<file path="src/rtl/common_pkg.sv">
// -----------------------------------------------------------------------------
// common_pkg
// Shared types and constants for the pipeline hazard logic.
//   control_t       : EX-stage control bundle (destination register, load flag)
//   hazard_state_t  : hazard sequencer states RUN / MEM_WAIT / FLUSH
//   REG_ZERO        : architectural zero register id (never a hazard source)
//   HAZ_*_DEF       : default FLUSH_CYCLES / MEM_TIMEOUT for hazard_unit
//   sat_inc8/sat_dec4 : saturating counter helpers
// -----------------------------------------------------------------------------
package common_pkg;

    localparam logic [4:0] REG_ZERO             = 5'd0;
    localparam int         HAZ_FLUSH_CYCLES_DEF = 2;
    localparam int         HAZ_MEM_TIMEOUT_DEF  = 15;

    typedef struct packed {
        logic [4:0] write_back_id;
        logic       mem_read;
    } control_t;

    typedef enum logic [1:0] {
        RUN      = 2'd0,
        MEM_WAIT = 2'd1,
        FLUSH    = 2'd2
    } hazard_state_t;

    function automatic logic [7:0] sat_inc8(input logic [7:0] v);
        return (v == 8'hFF) ? v : v + 8'd1;
    endfunction

    function automatic logic [3:0] sat_dec4(input logic [3:0] v);
        return (v == 4'd0) ? v : v - 4'd1;
    endfunction

endpackage

</file>
<file path="src/rtl/hazard_unit_load_use_detect.sv">
// -----------------------------------------------------------------------------
// load_use_detect
// Purely combinational load-use comparator: flags when the instruction in EX
// is a load whose destination is read by the instruction in ID.
// Ports:
//   rs_1_id_i, rs_2_id_i     : ID-stage source register ids
//   rs_1_used_i, rs_2_used_i : ID instruction actually reads that operand
//   control_ex_i             : EX-stage control (write_back_id, mem_read)
//   hazard_o                 : load-use hazard present
// -----------------------------------------------------------------------------
module load_use_detect
    import common_pkg::*;
(
    input  logic [4:0] rs_1_id_i,
    input  logic [4:0] rs_2_id_i,
    input  logic       rs_1_used_i,
    input  logic       rs_2_used_i,
    input  control_t   control_ex_i,
    output logic       hazard_o
);

    logic match_1;
    logic match_2;

    assign match_1 = rs_1_used_i && (rs_1_id_i == control_ex_i.write_back_id);
    assign match_2 = rs_2_used_i && (rs_2_id_i == control_ex_i.write_back_id);

    // x0 is hard-wired zero, so a load targeting it never feeds a consumer.
    assign hazard_o = control_ex_i.mem_read
                   && (control_ex_i.write_back_id != REG_ZERO)
                   && (match_1 || match_2);

endmodule

</file>
<file path="src/rtl/hazard_unit.sv">
// -----------------------------------------------------------------------------
// hazard_unit
// Stall/flush generator for the 5-stage pipeline: load-use bubbles, freezes
// while a data-memory load is outstanding, and squashes wrong-path
// instructions after a taken branch/jump resolved in EX.
// Parameters:
//   FLUSH_CYCLES (1..15)  : extra cycles flush_id is held after a redirect
//   MEM_TIMEOUT  (1..255) : max consecutive MEM_WAIT cycles before error
// Ports:
//   clk, rst (async, active-low)
//   rs_1_id, rs_2_id, rs_1_used, rs_2_used : ID-stage operand info
//   control_ex       : EX-stage control (write_back_id, mem_read)
//   branch_taken_ex  : EX resolved a taken branch/jump
//   mem_req, mem_ready : MEM load request / data return
//   stall_pc, stall_if_id, freeze_all : hold controls
//   flush_id, flush_ex : squash controls
//   mem_timeout      : sticky load-timeout error
// Optional (macro HAZARD_PERF_CNT_EN):
//   perf_load_use_cnt, perf_mem_wait_cnt, perf_flush_cnt : saturating
//   32-bit cycle counters of load-use bubbles, frozen cycles, flush_id cycles.
// -----------------------------------------------------------------------------
module hazard_unit
    import common_pkg::*;
#(
    parameter int FLUSH_CYCLES = HAZ_FLUSH_CYCLES_DEF,
    parameter int MEM_TIMEOUT  = HAZ_MEM_TIMEOUT_DEF
) (
    input  logic        clk,
    input  logic        rst,
    input  logic [4:0]  rs_1_id,
    input  logic [4:0]  rs_2_id,
    input  logic        rs_1_used,
    input  logic        rs_2_used,
    input  control_t    control_ex,
    input  logic        branch_taken_ex,
    input  logic        mem_req,
    input  logic        mem_ready,
    output logic        stall_pc,
    output logic        stall_if_id,
    output logic        freeze_all,
    output logic        flush_id,
    output logic        flush_ex,
    output logic        mem_timeout
`ifdef HAZARD_PERF_CNT_EN
    ,
    output logic [31:0] perf_load_use_cnt,
    output logic [31:0] perf_mem_wait_cnt,
    output logic [31:0] perf_flush_cnt
`endif
);

    localparam logic [3:0] FLUSH_INIT  = 4'(FLUSH_CYCLES);
    localparam logic [7:0] TIMEOUT_LIM = 8'(MEM_TIMEOUT);

    hazard_state_t state_q, state_d;
    logic [3:0]    flush_cnt_q, flush_cnt_d;
    logic [7:0]    wait_cnt_q, wait_cnt_d;
    logic          timeout_q, timeout_d;

    logic          lu_hit;
    logic          mem_miss;
    logic [7:0]    wait_inc;
    hazard_state_t resume_state;

    logic          stall_w;
    logic          freeze_w;
    logic          flush_id_w;
    logic          flush_ex_w;
    logic          lu_active_w;

    load_use_detect u_load_use_detect (
        .rs_1_id_i    (rs_1_id),
        .rs_2_id_i    (rs_2_id),
        .rs_1_used_i  (rs_1_used),
        .rs_2_used_i  (rs_2_used),
        .control_ex_i (control_ex),
        .hazard_o     (lu_hit)
    );

    assign mem_miss = mem_req && !mem_ready;
    assign wait_inc = sat_inc8(wait_cnt_q);
    // A flush interrupted by a load wait picks up where it left off.
    assign resume_state = (flush_cnt_q != 4'd0) ? FLUSH : RUN;

    always_comb begin
        state_d     = state_q;
        flush_cnt_d = flush_cnt_q;
        wait_cnt_d  = wait_cnt_q;
        timeout_d   = timeout_q;
        stall_w     = 1'b0;
        freeze_w    = 1'b0;
        flush_id_w  = 1'b0;
        flush_ex_w  = 1'b0;
        lu_active_w = 1'b0;

        unique case (state_q)
            RUN: begin
                if (mem_miss) begin
                    // The load is not back yet: hold the whole pipe now.
                    stall_w    = 1'b1;
                    freeze_w   = 1'b1;
                    wait_cnt_d = 8'd0;
                    state_d    = MEM_WAIT;
                end else if (branch_taken_ex) begin
                    flush_id_w  = 1'b1;
                    flush_ex_w  = 1'b1;
                    flush_cnt_d = FLUSH_INIT;
                    state_d     = FLUSH;
                end else if (lu_hit) begin
                    stall_w     = 1'b1;
                    flush_ex_w  = 1'b1;
                    lu_active_w = 1'b1;
                end
            end

            MEM_WAIT: begin
                // EX is frozen, so a branch seen here is re-presented later.
                stall_w    = 1'b1;
                freeze_w   = 1'b1;
                wait_cnt_d = wait_inc;
                if (mem_ready) begin
                    wait_cnt_d = 8'd0;
                    state_d    = resume_state;
                end else if (wait_inc >= TIMEOUT_LIM) begin
                    timeout_d  = 1'b1;
                    wait_cnt_d = 8'd0;
                    state_d    = resume_state;
                end
            end

            FLUSH: begin
                if (mem_miss) begin
                    stall_w    = 1'b1;
                    freeze_w   = 1'b1;
                    wait_cnt_d = 8'd0;
                    state_d    = MEM_WAIT;
                end else if (branch_taken_ex) begin
                    flush_id_w  = 1'b1;
                    flush_ex_w  = 1'b1;
                    flush_cnt_d = FLUSH_INIT;
                end else begin
                    flush_id_w  = 1'b1;
                    flush_cnt_d = sat_dec4(flush_cnt_q);
                    if (flush_cnt_q <= 4'd1) begin
                        state_d = RUN;
                    end
                end
            end

            default: begin
                state_d = RUN;
            end
        endcase
    end

    always_ff @(posedge clk or negedge rst) begin
        if (!rst) begin
            state_q     <= RUN;
            flush_cnt_q <= 4'd0;
            wait_cnt_q  <= 8'd0;
            timeout_q   <= 1'b0;
        end else begin
            state_q     <= state_d;
            flush_cnt_q <= flush_cnt_d;
            wait_cnt_q  <= wait_cnt_d;
            timeout_q   <= timeout_d;
        end
    end

    // Combinational outputs are forced low while reset is held.
    assign stall_pc    = rst && stall_w;
    assign stall_if_id = rst && stall_w;
    assign freeze_all  = rst && freeze_w;
    assign flush_id    = rst && flush_id_w;
    assign flush_ex    = rst && flush_ex_w;
    assign mem_timeout = timeout_q;

`ifdef HAZARD_PERF_CNT_EN
    logic [31:0] perf_lu_q;
    logic [31:0] perf_mw_q;
    logic [31:0] perf_fl_q;

    always_ff @(posedge clk or negedge rst) begin
        if (!rst) begin
            perf_lu_q <= 32'd0;
            perf_mw_q <= 32'd0;
            perf_fl_q <= 32'd0;
        end else begin
            if (lu_active_w && (perf_lu_q != 32'hFFFF_FFFF)) perf_lu_q <= perf_lu_q + 32'd1;
            if (freeze_w    && (perf_mw_q != 32'hFFFF_FFFF)) perf_mw_q <= perf_mw_q + 32'd1;
            if (flush_id_w  && (perf_fl_q != 32'hFFFF_FFFF)) perf_fl_q <= perf_fl_q + 32'd1;
        end
    end

    assign perf_load_use_cnt = perf_lu_q;
    assign perf_mem_wait_cnt = perf_mw_q;
    assign perf_flush_cnt    = perf_fl_q;
`endif

endmodule

</file>
<file path="config.mk">
export PLATFORM = sky130hd
export DESIGN_NAME = hazard_unit
export DESIGN_NICKNAME = d
export VERILOG_FILES = /design/src/rtl/common_pkg.sv /design/src/rtl/hazard_unit_load_use_detect.sv /design/src/rtl/hazard_unit.sv
export SDC_FILE = /design/constraint.sdc
export NUM_CORES = 1
export LEC_CHECK = 0
export ABC_AREA = 1
export CELL_PAD_IN_SITES_DETAIL_PLACEMENT = 0
export CELL_PAD_IN_SITES_GLOBAL_PLACEMENT = 1
export CORE_MARGIN = 2
export CORE_UTILIZATION = 28
export DETAILED_ROUTE_END_ITERATION = 7
export PLACE_DENSITY_LB_ADDON = 0.1
export SLEW_MARGIN = 15
export SYNTH_ARGS = -nofsm -noshare
export SYNTH_HDL_FRONTEND = slang
export SYNTH_SLANG_ARGS = --single-unit
</file>
<file path="constraint.sdc">
create_clock -name clk -period 3.7 [get_ports clk]
set_input_delay 0.74 -clock clk [delete_from_list [all_inputs] [get_ports clk]]
set_output_delay 0.74 -clock clk [all_outputs]
set_load 0.1 [all_outputs]
</file>
; ---- Word level (Yosys, flattened, before mapping)
; Cells that the tools add are included.
[op_classes]
addsub = 2
order_cmp = 2
n_eq_ne = 14
reduce_logical = 22
muxes = 33
bitwise_logic = 1
[ops]
columns = op, count
row1 = $mux 8, 4
row2 = $mux 4, 5
row3 = $mux 2, 8
row4 = $pmux 8 s2, 1
row5 = $ne 3x3->1 const B, 5
row6 = $eq 5x5->1, 2
row7 = $logic_and 1x1->1, 9
row8 = $mux 1, 9
row9 = $add 8x1->8 const B, 1
row10 = $eq 8x8->1 const B, 1
row11 = $ge 8x4->1 const B, 1
row12 = $pmux 4 s2, 1
row13 = $ne 2x2->1 const B, 3
row14 = $pmux 1 s2, 3
row15 = $pmux 2 s3, 1
row16 = $reduce_and 5->1, 1
row17 = $reduce_bool 5->1, 1
row18 = $le 4x1->1 const B, 1
row19 = $logic_not 4->1, 1
row20 = $reduce_and 4->1, 1
row21 = $reduce_bool 2->1, 2
row22 = $reduce_bool 4->1, 1
row23 = $sub 4x1->4 const B, 1
row24 = $pmux 1 s3, 1
row25 = 10 further kinds, 10
[totals]
input_bits = 23
elab_cells = 78
register_bits = 15
output_inout_bits = 6

; ---- Longest topological paths before layout
[logic_depth]
depth_word = 9
ltp_mapped = 11
depth_no_buf = 11

; ---- Hierarchy
; Synthesis repeated with hierarchy kept, for this count alone.
[unflattened]
cells_unflattened = 191
hier_area_um2 = 1231.2
[by_module_without_submodules]
columns = module, seq_area_each_um2, area_per_inst_um2, cells_each, instances
row1 = hazard_unit, 375.4, 1014.7, 136, 1
row2 = load_use_detect, 0.0, 216.5, 55, 1

; ---- Least setup slack after synthesis
; No wires, ideal clock.
[synth_timing]
path_kind = input to output
startpoint = input control_ex[4] in the netlist's numbering
endpoint = output stall_pc
slack_ns = -0.259
stages = 8
arrival_time_ns = 3.219
n_path_buf = 1
required_ns = 2.960
path_cell_list = inv_1 -> o21ai_0 -> nor2_1 -> nand4_1 -> nand2_1 -> nand3_1 -> a21oi_1 -> buf_4
[synth_via]
elab_chain_cells = 9
elab_cells_between_ends = 13
cone_classes = eq/ne (2) / mux (4) / reduce/logical (7)
[synth_rtl]
columns = item, line
row1 = from (decl), hazard_unit.sv:34  ; input control_t control_ex,
row2 = $eq 5x5->1 (on tied branches), "hazard_unit_load_use_detect.sv:25, hazard_unit_load_use_detect.sv:26"
row3 = $logic_and 1x1->1 (on tied branches), "hazard_unit_load_use_detect.sv:25, hazard_unit_load_use_detect.sv:26"
row4 = $logic_or 1x1->1, hazard_unit_load_use_detect.sv:31  ; && (match_1 || match_2);
row5 = $logic_and 1x1->1 (*), hazard_unit_load_use_detect.sv:31
row6 = $mux 1 (*), hazard_unit.sv:109  ; end else if (lu_hit) begin
row7 = $mux 1 (*), hazard_unit.sv:104  ; end else if (branch_taken_ex) begin
row8 = $mux 1 (*), hazard_unit.sv:98  ; if (mem_miss) begin
row9 = $pmux 1 s3 (*), hazard_unit.sv:96  ; unique case (state_q)
row10 = $logic_and 1x1->1 (*), --
row11 = to (decl), hazard_unit.sv:38  ; output logic stall_pc,
; Mark *: on every way between the ends. The rest lies on a longest branch, timed or not.

; ---- Worst setup path in the final report
[layout_timing]
startpoint = input control_ex[2] in the netlist's numbering
endpoint = output stall_if_id
[layout_via]
elab_chain_cells = 9
elab_cells_between_ends = 13
cone_classes = eq/ne (2) / mux (4) / reduce/logical (7)
[layout_rtl]
columns = item, line
row1 = $eq 5x5->1 (on tied branches), "hazard_unit_load_use_detect.sv:25, hazard_unit_load_use_detect.sv:26"
row2 = $logic_and 1x1->1 (on tied branches), "hazard_unit_load_use_detect.sv:25, hazard_unit_load_use_detect.sv:26"
row3 = $logic_or 1x1->1, hazard_unit_load_use_detect.sv:31
row4 = $logic_and 1x1->1 (*), hazard_unit_load_use_detect.sv:31
row5 = $mux 1 (*), hazard_unit.sv:109
row6 = $mux 1 (*), hazard_unit.sv:104
row7 = $mux 1 (*), hazard_unit.sv:98
row8 = $pmux 1 s3 (*), hazard_unit.sv:96
row9 = $logic_and 1x1->1 (*), hazard_unit.sv:172  ; assign stall_if_id = rst && stall_w;
row10 = to (decl), hazard_unit.sv:39  ; output logic stall_if_id,
; Marked as above.

==> reports/summary.txt <==
CTS root buf = clkbuf_8
TritonCTS clock tree = done
First-pass GRT wire length = 4.93 mm
Outcome = finished, final reports clean
Largest net degree at the start of global routing = 11
Filler Cells Inserted = 414
Drt drc = 0
Crit Path Class = primary input to output port
Clk_lat worst skew = 0.25 ns
Mapped cell area = 1160 um^2
Slew @ Worst Pin = 0.975 ns
CP most frequent cell = nand2_1
Slowest Stage Delay on Critical Path = 0.50 ns
Crit path buf inv count = 3
Hold Violations, Final = 0
Clk buf depth = 2
Grt total ovfl = 0
Worst VDD drop = 275 uV
Avg Inst Size Synth = 6.97 um^2
Hpwl dp = 2.39 mm
ANT cells = 0
Initial Util = 29.1%
DR vias = 1160
Drt first pass iters = 4
Worst R2R Path Depth = 10
Clock transition at path regs = 0.06 ns
Syn_nets = 193
H-tree levels = 1
Num CTS Buffers = 3
Global placer's final weighted congestion = 0.785
Worst setup SP type = primary input
Accumulated negative setup slack = 0 ns
HP Start = mem_timeout
Max-cap viol count = 0
Setup-failing EPs final = 0
Slowest CP cell = clkdlybuf4s50_1
R2r endpoint = state_q[1]
Core box area = 4000 um^2
Worst Hold Class = register to register
IO buf count = 28
Worst hold margin = 0.463 ns
Die area = 4690 um^2
Post-route ant nets = 0
Worst Path Required = 2.96 ns
Crit path max fanout = 3
Ys Warns = 0
Synth cell types = 30
Vias in the first global route = 1138
RSZ-0062 raised after global routing = false
Drt wl/cell = 11.6 um
Max-slew violation count = 0
Biggest area consumer among synthesized cells = dfrtp_1
Io pins = 29
Cts hold-fix bufs = 0
GRT Total Usage = 13.9%
Worst reg2reg setup slack = 2.03 ns
Vias/cell = 4.66
LEAKAGE = 0.755 nW
# rows = 23
CP arrival = 2.28 ns
Skew final = 0.000977 ns
Detailed-route wire length = 2.88 mm
Synth area leaders = dfrtp_1, nand2_1, inv_1
Synthesized flop and latch total = 15
Crit end category = output port
Die W = 68.5 um
Die Ht = 68.5 um
Area grow syn2layout = 38.1%
Rel. slew slack = 34.8%
Initial antenna violation count = 0
Clock sinks = 15
Hold Crit Depth = 1
Synth Instances = 167
Share of cells above drive strength 1 = 12.1%
Synth top area share = 32.3%
Postcts setup bufs = 0
Peak Freq = 331 MHz
Post-cts sizing count = 0
Worst R2R Start = wait_cnt_q[0]
NumNets Final = 226
Sequential element share of the synthesized area = 32.3%
CP top delay family = buffers and inverters
Fin crit share = 81.6%
Power Dens Cells = 437 nW/um^2
Crit-path cells = clkdlybuf4s50_1, inv_1, nand2_1, o21ai_0, nor2_1, nand4_1, nand2_1, nand3_1, a21oi_2, buf_12
Final min period = 3.02 ns
Worst Hold Endpoint = mem_timeout
Initial DRC count = 12
-- power by group --
group	internal [mW]	switching, mW	total (mW)
clock	0.0746	0.0591	0.134
sequential	0.196	0.0291	0.225
combinational	0.130	0.213	0.343
-- synth_stat cells (all sizes together) --
master and n:
nand3b 1, o211ai 1, inv 24, o22ai 2, a21o 1, dfrtp 15
xor2 4, o21ai 18, nor3 1, nor2 20, xnor2 3, nand4 3
a21oi 5, o31ai 1, and2 2, buf 1, o2111ai 1, nand2 48
o211a 1, nand3 12, ha 3
-- how the worst max path moves through the flow --
stage | to | slack (ns) | startpoint | cells past startpoint
3_3_place_gp | stall_pc | 0.68 | control_ex[2] | 10
6_report | stall_if_id | 0.68 | control_ex[2] | 10
2_1_floorplan | flush_ex | 0.32 | control_ex[4] | 7
3_5_place_dp | stall_if_id | 0.65 | control_ex[2] | 10
5_1_grt | stall_if_id | 0.53 | control_ex[1] | 10
4_1_cts | stall_if_id | 0.64 | control_ex[2] | 10
-- cell families (layout without fill, tap and decap cells) --
logic type | Yosys count | after routing | synth area share (%)
adders and majority gates | 3 | 3 | 3.23
AOI/OAI and AO/OA | 30 | 30 | 14.8
and+or+nand+nor | 87 | 87 | 36.0
xor gates and xnor gates | 7 | 7 | 5.27
buffers and inverters | 25 | 57 | 8.39
DFF | 15 | 15 | 32.3
-- per-stage QoR --
step,cell area (um^2),worst slack (ns),instances,power [mW],utilization (%)
after floorplan,1170,0.317,167,0.464,-
after global placement,1560,0.684,245,0.566,39.0
after detailed placement,1560,0.653,245,0.574,39.0
after CTS,1610,0.645,249,0.711,40.2
after global routing,1610,0.534,249,0.763,40.2
final,1610,0.680,249,0.701,40.2
-- cell type report --
class	instances	area, um^2	area share [%]
clock inverter	1	5.00	0.312
clock buffer	3	41.3	2.57
tap	50	62.6	3.89
multi-input combinational	127	694	43.2
sequential	15	375	23.4
timing repair buffer	29	338	21.0
inverter	24	90.1	5.61
-- layer usage --
layer / track usage, % / part of all wire, % / vias to the layer above
met5: 0 / 0 / -
met4: 5.25 / 1.2 / 0
met3: 2.80 / 5.1 / 4
met2: 25.0 / 49 / 26
met1: 16.1 / 44 / 524
li1: - / - / 606
-- worst reg2reg max path, delay by kind of cell, from the launching register on --
kind                     cells  cell delay (ns)
adder cells (fa/ha/maj)      1             0.27
flip-flops                   1             0.43
AND/OR/NAND/NOR              9             0.84
-- flip-flops by register name (all words and copies together), names as in the netlist --
| name | flops |
|---|---|
| wait_cnt_q | 8 |
| flush_cnt_q | 4 |
| state_q | 2 |
| mem_timeout | 1 |
-- cell usage in the layout, fill, tap and decap left out, drive strengths merged --
cell type / instances
nand4: 3
o31ai: 1
clkdlybuf4s50: 23
o22ai: 2
xnor2: 3
nand3: 12
nand2: 48
and2: 2
clkinv: 1
xor2: 4
dfrtp: 15
o211a: 1
nor2: 20
ha: 3
clkbuf: 3
o2111ai: 1
nand3b: 1
buf: 6
a21o: 1
o21ai: 18
inv: 24
o211ai: 1
a21oi: 5
nor3: 1
Note: power is estimated with default switching activity, not from simulation.
